===== src/rtl/axis_pkg.sv =====
// Sample types shared by the window-function datapath, plus the rounding/saturation
// helper that narrows multiplier products back to integer samples.
package axis_pkg;

    typedef struct packed {
        logic signed [31:0] im;
        logic signed [31:0] re;
    } sample_t;

    typedef struct packed {
        logic signed [15:0] im;
        logic signed [15:0] re;
    } sample_t_int;

    // Round half-up by adding 2^(shift-1), shift arithmetically, clamp to 16 bits.
    function automatic logic signed [15:0] round_comp(input logic signed [31:0] x,
                                                      input int shift,
                                                      output logic ovf);
        logic signed [32:0] half;
        logic signed [32:0] t;
        logic signed [32:0] s;
        half = (33'sd1 <<< shift) >>> 1;
        t    = {x[31], x} + half;
        s    = t >>> shift;
        if (s > 33'sd32767) begin
            ovf        = 1'b1;
            round_comp = 16'sh7fff;
        end else if (s < -33'sd32768) begin
            ovf        = 1'b1;
            round_comp = 16'sh8000;
        end else begin
            ovf        = 1'b0;
            round_comp = s[15:0];
        end
    endfunction

    function automatic sample_t_int round_sat(input sample_t z, input int shift,
                                              output logic ovf);
        logic ovf_re;
        logic ovf_im;
        sample_t_int r;
        r.re      = round_comp(z.re, shift, ovf_re);
        r.im      = round_comp(z.im, shift, ovf_im);
        ovf       = ovf_re | ovf_im;
        round_sat = r;
    endfunction

endpackage


===== src/rtl/cplx_fifo.sv =====
// Synchronous first-word-fall-through FIFO with occupancy count; head reads as zero
// while empty so downstream data is clean before the first sample.
module cplx_fifo #(
    parameter int unsigned WIDTH = 33,
    parameter int unsigned DEPTH = 16
) (
    input  logic                       clk,
    input  logic                       rst,
    input  logic                       push,
    input  logic [WIDTH-1:0]           wdata,
    input  logic                       pop,
    output logic [WIDTH-1:0]           rdata,
    output logic                       empty,
    output logic [$clog2(DEPTH):0]     count
);

    localparam int unsigned AW = $clog2(DEPTH);

    logic [WIDTH-1:0] mem [DEPTH];
    logic [AW-1:0]    wr_ptr_q, rd_ptr_q;
    logic [AW:0]      count_q, count_d;
    logic             full;
    logic             do_push, do_pop;

    assign full    = (count_q == (AW+1)'(DEPTH));
    assign empty   = (count_q == '0);
    assign do_push = push & ~full;
    assign do_pop  = pop & ~empty;
    assign count   = count_q;
    assign rdata   = empty ? '0 : mem[rd_ptr_q];

    always_comb begin
        count_d = count_q;
        case ({do_push, do_pop})
            2'b10:   count_d = count_q + 1'b1;
            2'b01:   count_d = count_q - 1'b1;
            default: count_d = count_q;
        endcase
    end

    always_ff @(posedge clk or posedge rst) begin
        if (rst) begin
            wr_ptr_q <= '0;
            rd_ptr_q <= '0;
            count_q  <= '0;
        end else begin
            if (do_push) wr_ptr_q <= wr_ptr_q + 1'b1;
            if (do_pop)  rd_ptr_q <= rd_ptr_q + 1'b1;
            count_q <= count_d;
        end
    end

    always_ff @(posedge clk) begin
        if (do_push) mem[wr_ptr_q] <= wdata;
    end

endmodule


===== src/rtl/complex_int_round_out.sv =====
// Draining stage of the enable-gated complex multiplier: credit-based enable, valid/last
// tag pipeline, round/saturate to 16 bits and an AXI-Stream master behind a FWFT FIFO.
module complex_int_round_out
    import axis_pkg::*;
#(
    parameter int unsigned PIPE_NUM   = 10,
    parameter int unsigned SHIFT      = 15,
    parameter int unsigned FIFO_DEPTH = 16
) (
    input  logic        clk,
    input  logic        rst,
    input  logic        s_valid,
    input  logic        s_last,
    output logic        s_ready,
    output logic        mult_en,
    input  sample_t     z,
    output logic [31:0] m_tdata,
    output logic        m_tvalid,
    input  logic        m_tready,
    output logic        m_tlast,
    output logic [15:0] ovf_cnt
);

    localparam int unsigned CntW = $clog2(FIFO_DEPTH) + 1;

    logic [PIPE_NUM-1:0] tag_valid_q, tag_last_q;
    logic [CntW-1:0]     fifo_count;
    logic                fifo_empty;
    logic [32:0]         fifo_rdata;
    logic [15:0]         ovf_cnt_q;
    sample_t_int         z_rnd;
    logic                z_ovf;
    logic                push, pop;

    // Enable depends only on registered occupancy, so m_tready never reaches it.
    assign mult_en = (fifo_count < CntW'(FIFO_DEPTH));
    assign s_ready = mult_en;

    // Tags freeze with the multiplier; only enabled edges carry a result out.
    always_ff @(posedge clk or posedge rst) begin
        if (rst) begin
            tag_valid_q <= '0;
            tag_last_q  <= '0;
        end else if (mult_en) begin
            tag_valid_q <= {tag_valid_q[PIPE_NUM-2:0], s_valid};
            tag_last_q  <= {tag_last_q[PIPE_NUM-2:0], s_last};
        end
    end

    always_comb begin
        z_ovf = 1'b0;
        z_rnd = round_sat(z, int'(SHIFT), z_ovf);
    end

    assign push = mult_en & tag_valid_q[PIPE_NUM-1];

    always_ff @(posedge clk or posedge rst) begin
        if (rst) begin
            ovf_cnt_q <= '0;
        end else if (push && z_ovf && (ovf_cnt_q != 16'hffff)) begin
            ovf_cnt_q <= ovf_cnt_q + 16'd1;
        end
    end

    cplx_fifo #(
        .WIDTH (33),
        .DEPTH (FIFO_DEPTH)
    ) u_fifo (
        .clk   (clk),
        .rst   (rst),
        .push  (push),
        .wdata ({tag_last_q[PIPE_NUM-1], z_rnd}),
        .pop   (pop),
        .rdata (fifo_rdata),
        .empty (fifo_empty),
        .count (fifo_count)
    );

    assign m_tvalid = ~fifo_empty;
    assign pop      = m_tvalid & m_tready;
    assign m_tdata  = fifo_rdata[31:0];
    assign m_tlast  = fifo_rdata[32];
    assign ovf_cnt  = ovf_cnt_q;

endmodule

===== config.mk =====
export PLATFORM = sky130hd
export DESIGN_NAME = complex_int_round_out
export DESIGN_NICKNAME = d
export VERILOG_FILES = /design/src/rtl/axis_pkg.sv /design/src/rtl/cplx_fifo.sv /design/src/rtl/complex_int_round_out.sv
export SDC_FILE = /design/constraint.sdc
export NUM_CORES = 1
export LEC_CHECK = 0
export CAP_MARGIN = 0
export CORE_MARGIN = 2
export CORE_UTILIZATION = 40
export CTS_CLUSTER_DIAMETER = 60
export DETAILED_ROUTE_END_ITERATION = 10
export GPL_TIMING_DRIVEN = 0
export HOLD_SLACK_MARGIN = 0.03
export SYNTH_ARGS = -nofsm -noshare
export SYNTH_HDL_FRONTEND = slang
export SYNTH_SLANG_ARGS = --single-unit
export TNS_END_PERCENT = 30

===== constraint.sdc =====
create_clock -name clk -period 3.4 [get_ports clk]
set_input_delay 0.85 -clock clk [delete_from_list [all_inputs] [get_ports clk]]
set_output_delay 0.85 -clock clk [all_outputs]
set_load 0.02 [all_outputs]

# Word-level counts from Yosys, hierarchy flattened
# Memories as Yosys holds them, arrays and structs flattened.
# Cells that the tools add are included.
totals:
  regBits: 49
  ram_bits: 528
  input_bits: 69
  elab_cells: 46
  mem_count: 1
classes:
  n_addsub: 7
  n_lt_le_gt_ge: 5
  eq_ne: 4
  muxes: 12
  bitwise: 7
  n_reduce_logical: 4
memory_table:
  columns: ["name", "depth", "width", "rd", "rd_ports_with_merged_regs", "write_ports", "line", "text"]
  rows:
  - ["u_fifo.mem", 16, 33, 1, 0, 1, "cplx_fifo.sv:19", "logic [WIDTH-1:0] mem [DEPTH];"]
ops:
  columns: ["operator", "n"]
  rows:
  - ["32-bit by 16-bit adder with 33-bit output, second input constant", 2]
  - ["16-bit 2-to-1 mux", 4]
  - ["18-bit by 16-bit greater-than comparator with 1-bit output, second input constant", 2]
  - ["18-bit by 16-bit < comparator with 1-bit output, second input constant", 2]
  - ["33-bit 2-to-1 mux", 1]
  - ["16-bit by 1-bit adder with 16-bit output, second input constant", 1]
  - ["16-bit inequality test, second input constant", 1]
  - ["5-bit case mux with 2 select lines", 1]
  - ["4-bit by 1-bit adder with 4-bit output, second input constant", 2]
  - ["1-bit 2-to-1 mux", 6]
  - ["5-bit by 1-bit adder with 5-bit output, second input constant", 1]
  - ["5-bit == test, second input constant", 1]
  - ["5-bit logical NOT", 1]
  - ["5-bit < comparator, second input constant", 1]
  - ["5-bit by 1-bit subtractor with 5-bit output, second input constant", 1]
  - ["1-bit AND", 4]
  - ["2-bit by 1-bit == test with 1-bit output, second input constant", 1]
  - ["2-bit == test, second input constant", 1]
  - ["1-bit logical AND", 2]
  - ["1-bit inverter", 2]
  - ["2-bit nonzero test", 1]
  - ["1-bit bitwise OR", 1]

# Depth between registers and ports, before layout
depth:
  word_depth: 7
  ltp_mapped: 13
  depth_no_buf: 12

# Modules after synthesis
# A second synthesis with hierarchy kept.
unflattened:
  cells_unflattened: 1310
  hier_area_um2: 23516.3
by_module_without_submodules:
  columns: ["mod", "instances", "cells_each", "area_per_inst_um2", "seq_area_each_um2"]
  rows:
  - ["cplx_fifo", 1, 1055, 21056.4, 16180.5]
  - ["complex_int_round_out", 1, 255, 2459.9, 900.9]

# Least setup slack after synthesis
# OpenSTA, ideal clock, no wires.
synth_path:
  path_type: "reg2out"
  from: "reg u_fifo.rd_ptr_q[0]"
  to: "out m_tdata[0]"
  arrival_ns: 2.286
  required_time_ns: 2.550
  path_slack_ns: 0.264
  stages_incl_launch_ff: 6
  path_buffers: 2
  path_cell_list: "dfrtp_1 -> clkbuf_1 -> buf_1 -> mux4_2 -> mux4_2 -> nor2b_1"
synth_via:
  elab_chain_cells: 2
synth_lines:
  columns: ["element", "line", "text"]
  rows:
  - ["from (decl)", "cplx_fifo.sv:20", "logic [AW-1:0] wr_ptr_q, rd_ptr_q;"]
  - ["from (signal assigned)", "cplx_fifo.sv:48", "if (do_pop) rd_ptr_q <= rd_ptr_q + 1'b1;"]
  - ["memory 16 x 33 bit", null, null]
  - ["33-bit 2-to-1 mux", "cplx_fifo.sv:30", "assign rdata = empty ? '0 : mem[rd_ptr_q];"]
  - ["to (decl)", "complex_int_round_out.sv:17", "output logic [31:0] m_tdata,"]
# No other way between the ends.

# Final worst setup path
layout_path:
  from: "reg u_fifo.rd_ptr_q[0]"
  to: "out m_tdata[1]"
# Same word-level chain as after synthesis.

==> summary.txt <==
Outcome
  – Status: complete, but fails checks
  – Failing checks: setup timing

STA
  – Top achievable clock speed: 269.8 MHz
  – RSZ-0062 raised after global routing: true
  – Worst Skew: 0.02052 ns
  – Slew @ Worst Pin: 1.081 ns
  – Hold Fails Final Rpt: 0
  – Tmin final: 3.706 ns
  – Max_slew headroom: 27.43%
  – Slew Limit Fails: 0
  – Hold slack final: 0.4687 ns
  – Final worst slack: -0.3063 ns
  – Period utilization: 109.0%
  – Final setup viols: 49

Critical path
  – Crit path arrival time: 2.86 ns
  – Kind of cell adding the most delay to the critical path: multiplexers
  – Buf/Inv on CP: 5
  – Critical path endpoint category: output port
  – Reg2reg start: u_fifo.count[1]
  – Sequence of cells on the critical path: buf_8 -> buf_12 -> buf_12 -> buf_12 -> mux4_2 -> mux4_2 -> nor2b_4 -> buf_6
  – Worst r2r path cells: 14
  – WS Path Type: reg2out
  – Slowest cell on the critical path: mux4_2
  – Slowest cell delay on critical path: 0.51 ns
  – CP Max Fanout: 8
  – Most frequent CP cell: buf_12
  – R2R Setup Slk: 0.35 ns
  – Worst Setup Start Kind: register
  – Required time of the critical path: 2.55 ns
  – R2r endpoint: u_fifo.count[4]

Global routing
  – GRT busiest layer: met2
  – Routing usage on met3: 2.958%
  – Initial antenna violation count: 0
  – Global router's overall resource usage: 18.05%
  – Largest net degree at the start of global routing: 42
  – Met1 Usage GRT: 24.78%
  – M2 GR Usage: 29.99%
  – Vias in the first global route: 12070
  – First-pass GRT wire length: 78.96 mm
  – Overflow after GRT: 0

Synth
  – Async SR Flop Fraction: 8.492%
  – Cells after Synth: 1126
  – Post-Synth Simple-Gate Area: 4.116%
  – Post-synthesis adder-cell area fraction: 0.7299%
  – Ys Warns: 0
  – Main combinational cell family by area after synthesis: multiplexers
  – Register bit total from synthesis: 577
  – Cell Area, Synth: 23310 sq um
  – Syn avg cell area: 20.70 sq um
  – Post-synthesis compound-gate area fraction: 1.428%
  – Post-synthesis sequential area ratio: 73.27%
  – Leading register cell type out of synthesis: edfxtp_1
  – Number of flops mapped to enable cells by yosys: 528
  – Synth unique cells: 53
  – Syn Nets: 1208
  – Mux share of post-synthesis cell area: 17.09%
  – Post-synthesis xor/xnor area fraction: 2.029%

Floorplan
  – Die Area: 60230 sq um
  – Core Area: 57700 sq um
  – Row count: 88
  – Die width: 245.4 um
  – Starting utilization of the core area: 40.41%
  – Io pins: 121
  – Chip height: 245.4 um

Clock network
  – CTS Buffer Depth: 3
  – Clock Latency Late Sink: 0.62 ns
  – Hold Buf Count CTS: 0
  – Root buf cell: clkbuf_16
  – Cts bufs inserted: 59
  – CTS tree: yes
  – Clk sinks: 577
  – H-tree levels: 2
  – Clk pin slew, worst setup/hold paths: 0.06 ns

Routing
  – Post-route antenna net violation count: 0
  – DRC viols: 0
  – Drt pass-1 iters: 7
  – Initial DRC Count: 1144
  – Vias: 11760
  – Post-Route WL: 54.21 mm
  – Via-to-Cell Ratio: 5.452
  – Routed len/inst: 25.13 um

Placed design
  – PortBufs: 90
  – Place WS: -1.360 ns
  – Placed cell area: 25640 sq um
  – DPL Wire Length: 32.07 mm
  – RePlAce Congestion: 0.7377

Cells and area
  – Most common cell after layout, fill and taps aside: edfxtp_1
  – Commonest cells after routing, fill and taps aside: 528 x edfxtp_1, 165 x mux4_2, 66 x clkbuf_16
  – Fin util: 49.56%
  – Synth-to-Final Area Change: 22.64%
  – Share of cells above drive strength 1: 35.49%
  – # diodes: 0
  – Design area: 28590 sq um
  – NumNets Final: 1425

Run
  – Max_cap viols: 0

Power
  – Pwr dens: 840.5 nW/um^2
  – Max VDD drop: 0.5444 mV
  – Leakage: 9.497 nW

Worst hold path
  – Hold Path Class: in2async
## area by class of cell
cell class / count / area (sq um)
fillers: 4704 / 29100
clock inverters: 32 / 237.7
inverters: 18 / 67.56
clock buffers: 78 / 1589
repair buffers: 159 / 1904
well taps: 765 / 957.2
flip-flops and latches: 577 / 17080
plain buffers: 52 / 576.8
multi-input cells: 476 / 6175
## power breakdown
| part | switching (W) | internal (W) |
|---|---|---|
| clock network | 0.00266 | 0.00350 |
| logic | 0.00422 | 0.00489 |
| registers | 0.000298 | 0.00847 |
## per-stage QoR
stage / std cells / TNS, ns / power [W]
final: 2157 / -8.116 / 0.02403
after global routing: 2157 / -17.71 / 0.02503
after CTS: 2145 / -11.79 / 0.02367
after detailed placement: 2013 / -298.85 / 0.01650
after global placement: 1981 / -420.80 / 0.01634
after floorplan: 1126 / 0 / 0.01368
## layer usage
layer	routed length, um	up-vias
met3	3152	78
met1	22960	6250
li1	-	5067
met4	1192	0
met5	0	-
met2	26910	366
## cells in the mapped netlist (3+ instances only)
library cell    n  area [sq um]
a21oi_1        10         50.05
inv_1          18         67.56
and2_1         16         100.1
and2_2          4         30.03
edfxtp_1      528         15860
buf_1          12         45.04
dfrtp_1        49          1226
and3_1          7         43.79
xnor2_1        34         297.8
ha_1           12         150.1
mux2_2         23         259.0
buf_2          10         50.05
nand2_1        20         75.07
and3_2          4         30.03
xor2_1         20         175.2
nor2_1         21         78.83
o21ai_0        33         165.2
nor2b_1        35         219.0
mux4_2        165          3716
nand3_1        21         105.1
nor3_1          3         15.01
clkbuf_1       29         108.9
nand4_1        15         93.84
## cells by family after synthesis
group	count (synthesis)
AOI/OAI and AO/OA	57
muxes	189
adders and majority gates	13
xor gates and xnor gates	54
buffers and inverters	73
and+or+nand+nor	163
DFF	577
## state kept, by name (all words and copies together) (netlist names)
register         count
tag_valid_q         10
u_fifo.mem         528
ovf_cnt             16
tag_last_q          10
u_fifo.rd_ptr_q      4
u_fifo.wr_ptr_q      4
u_fifo.count         5
## what timing repair did
action | in CTS | in global routing
buffers inserted | 16 | 10
pin swaps | 1 | 2
endpoints found under the setup margin | 212 | 307
endpoints found under the hold margin | 0 | 0
resized for setup | 336 | 86
cloned | 8 | 5
## how the worst max path moves through the flow
stage	startpoint	endpoint	slack [ns]	cells after the start
final	u_fifo.rd_ptr_q[0]	m_tdata[1]	-0.31	8
after global routing	u_fifo.rd_ptr_q[0]	m_tdata[1]	-0.38	8
after CTS	u_fifo.rd_ptr_q[0]	m_tdata[12]	-0.39	7
after detailed placement	u_fifo.rd_ptr_q[1]	m_tlast	-1.36	7
after global placement	u_fifo.rd_ptr_q[1]	m_tlast	-1.34	7
after floorplan	u_fifo.rd_ptr_q[0]	m_tdata[0]	0.26	5
No activity file was read; power rests on OpenSTA's default activity.
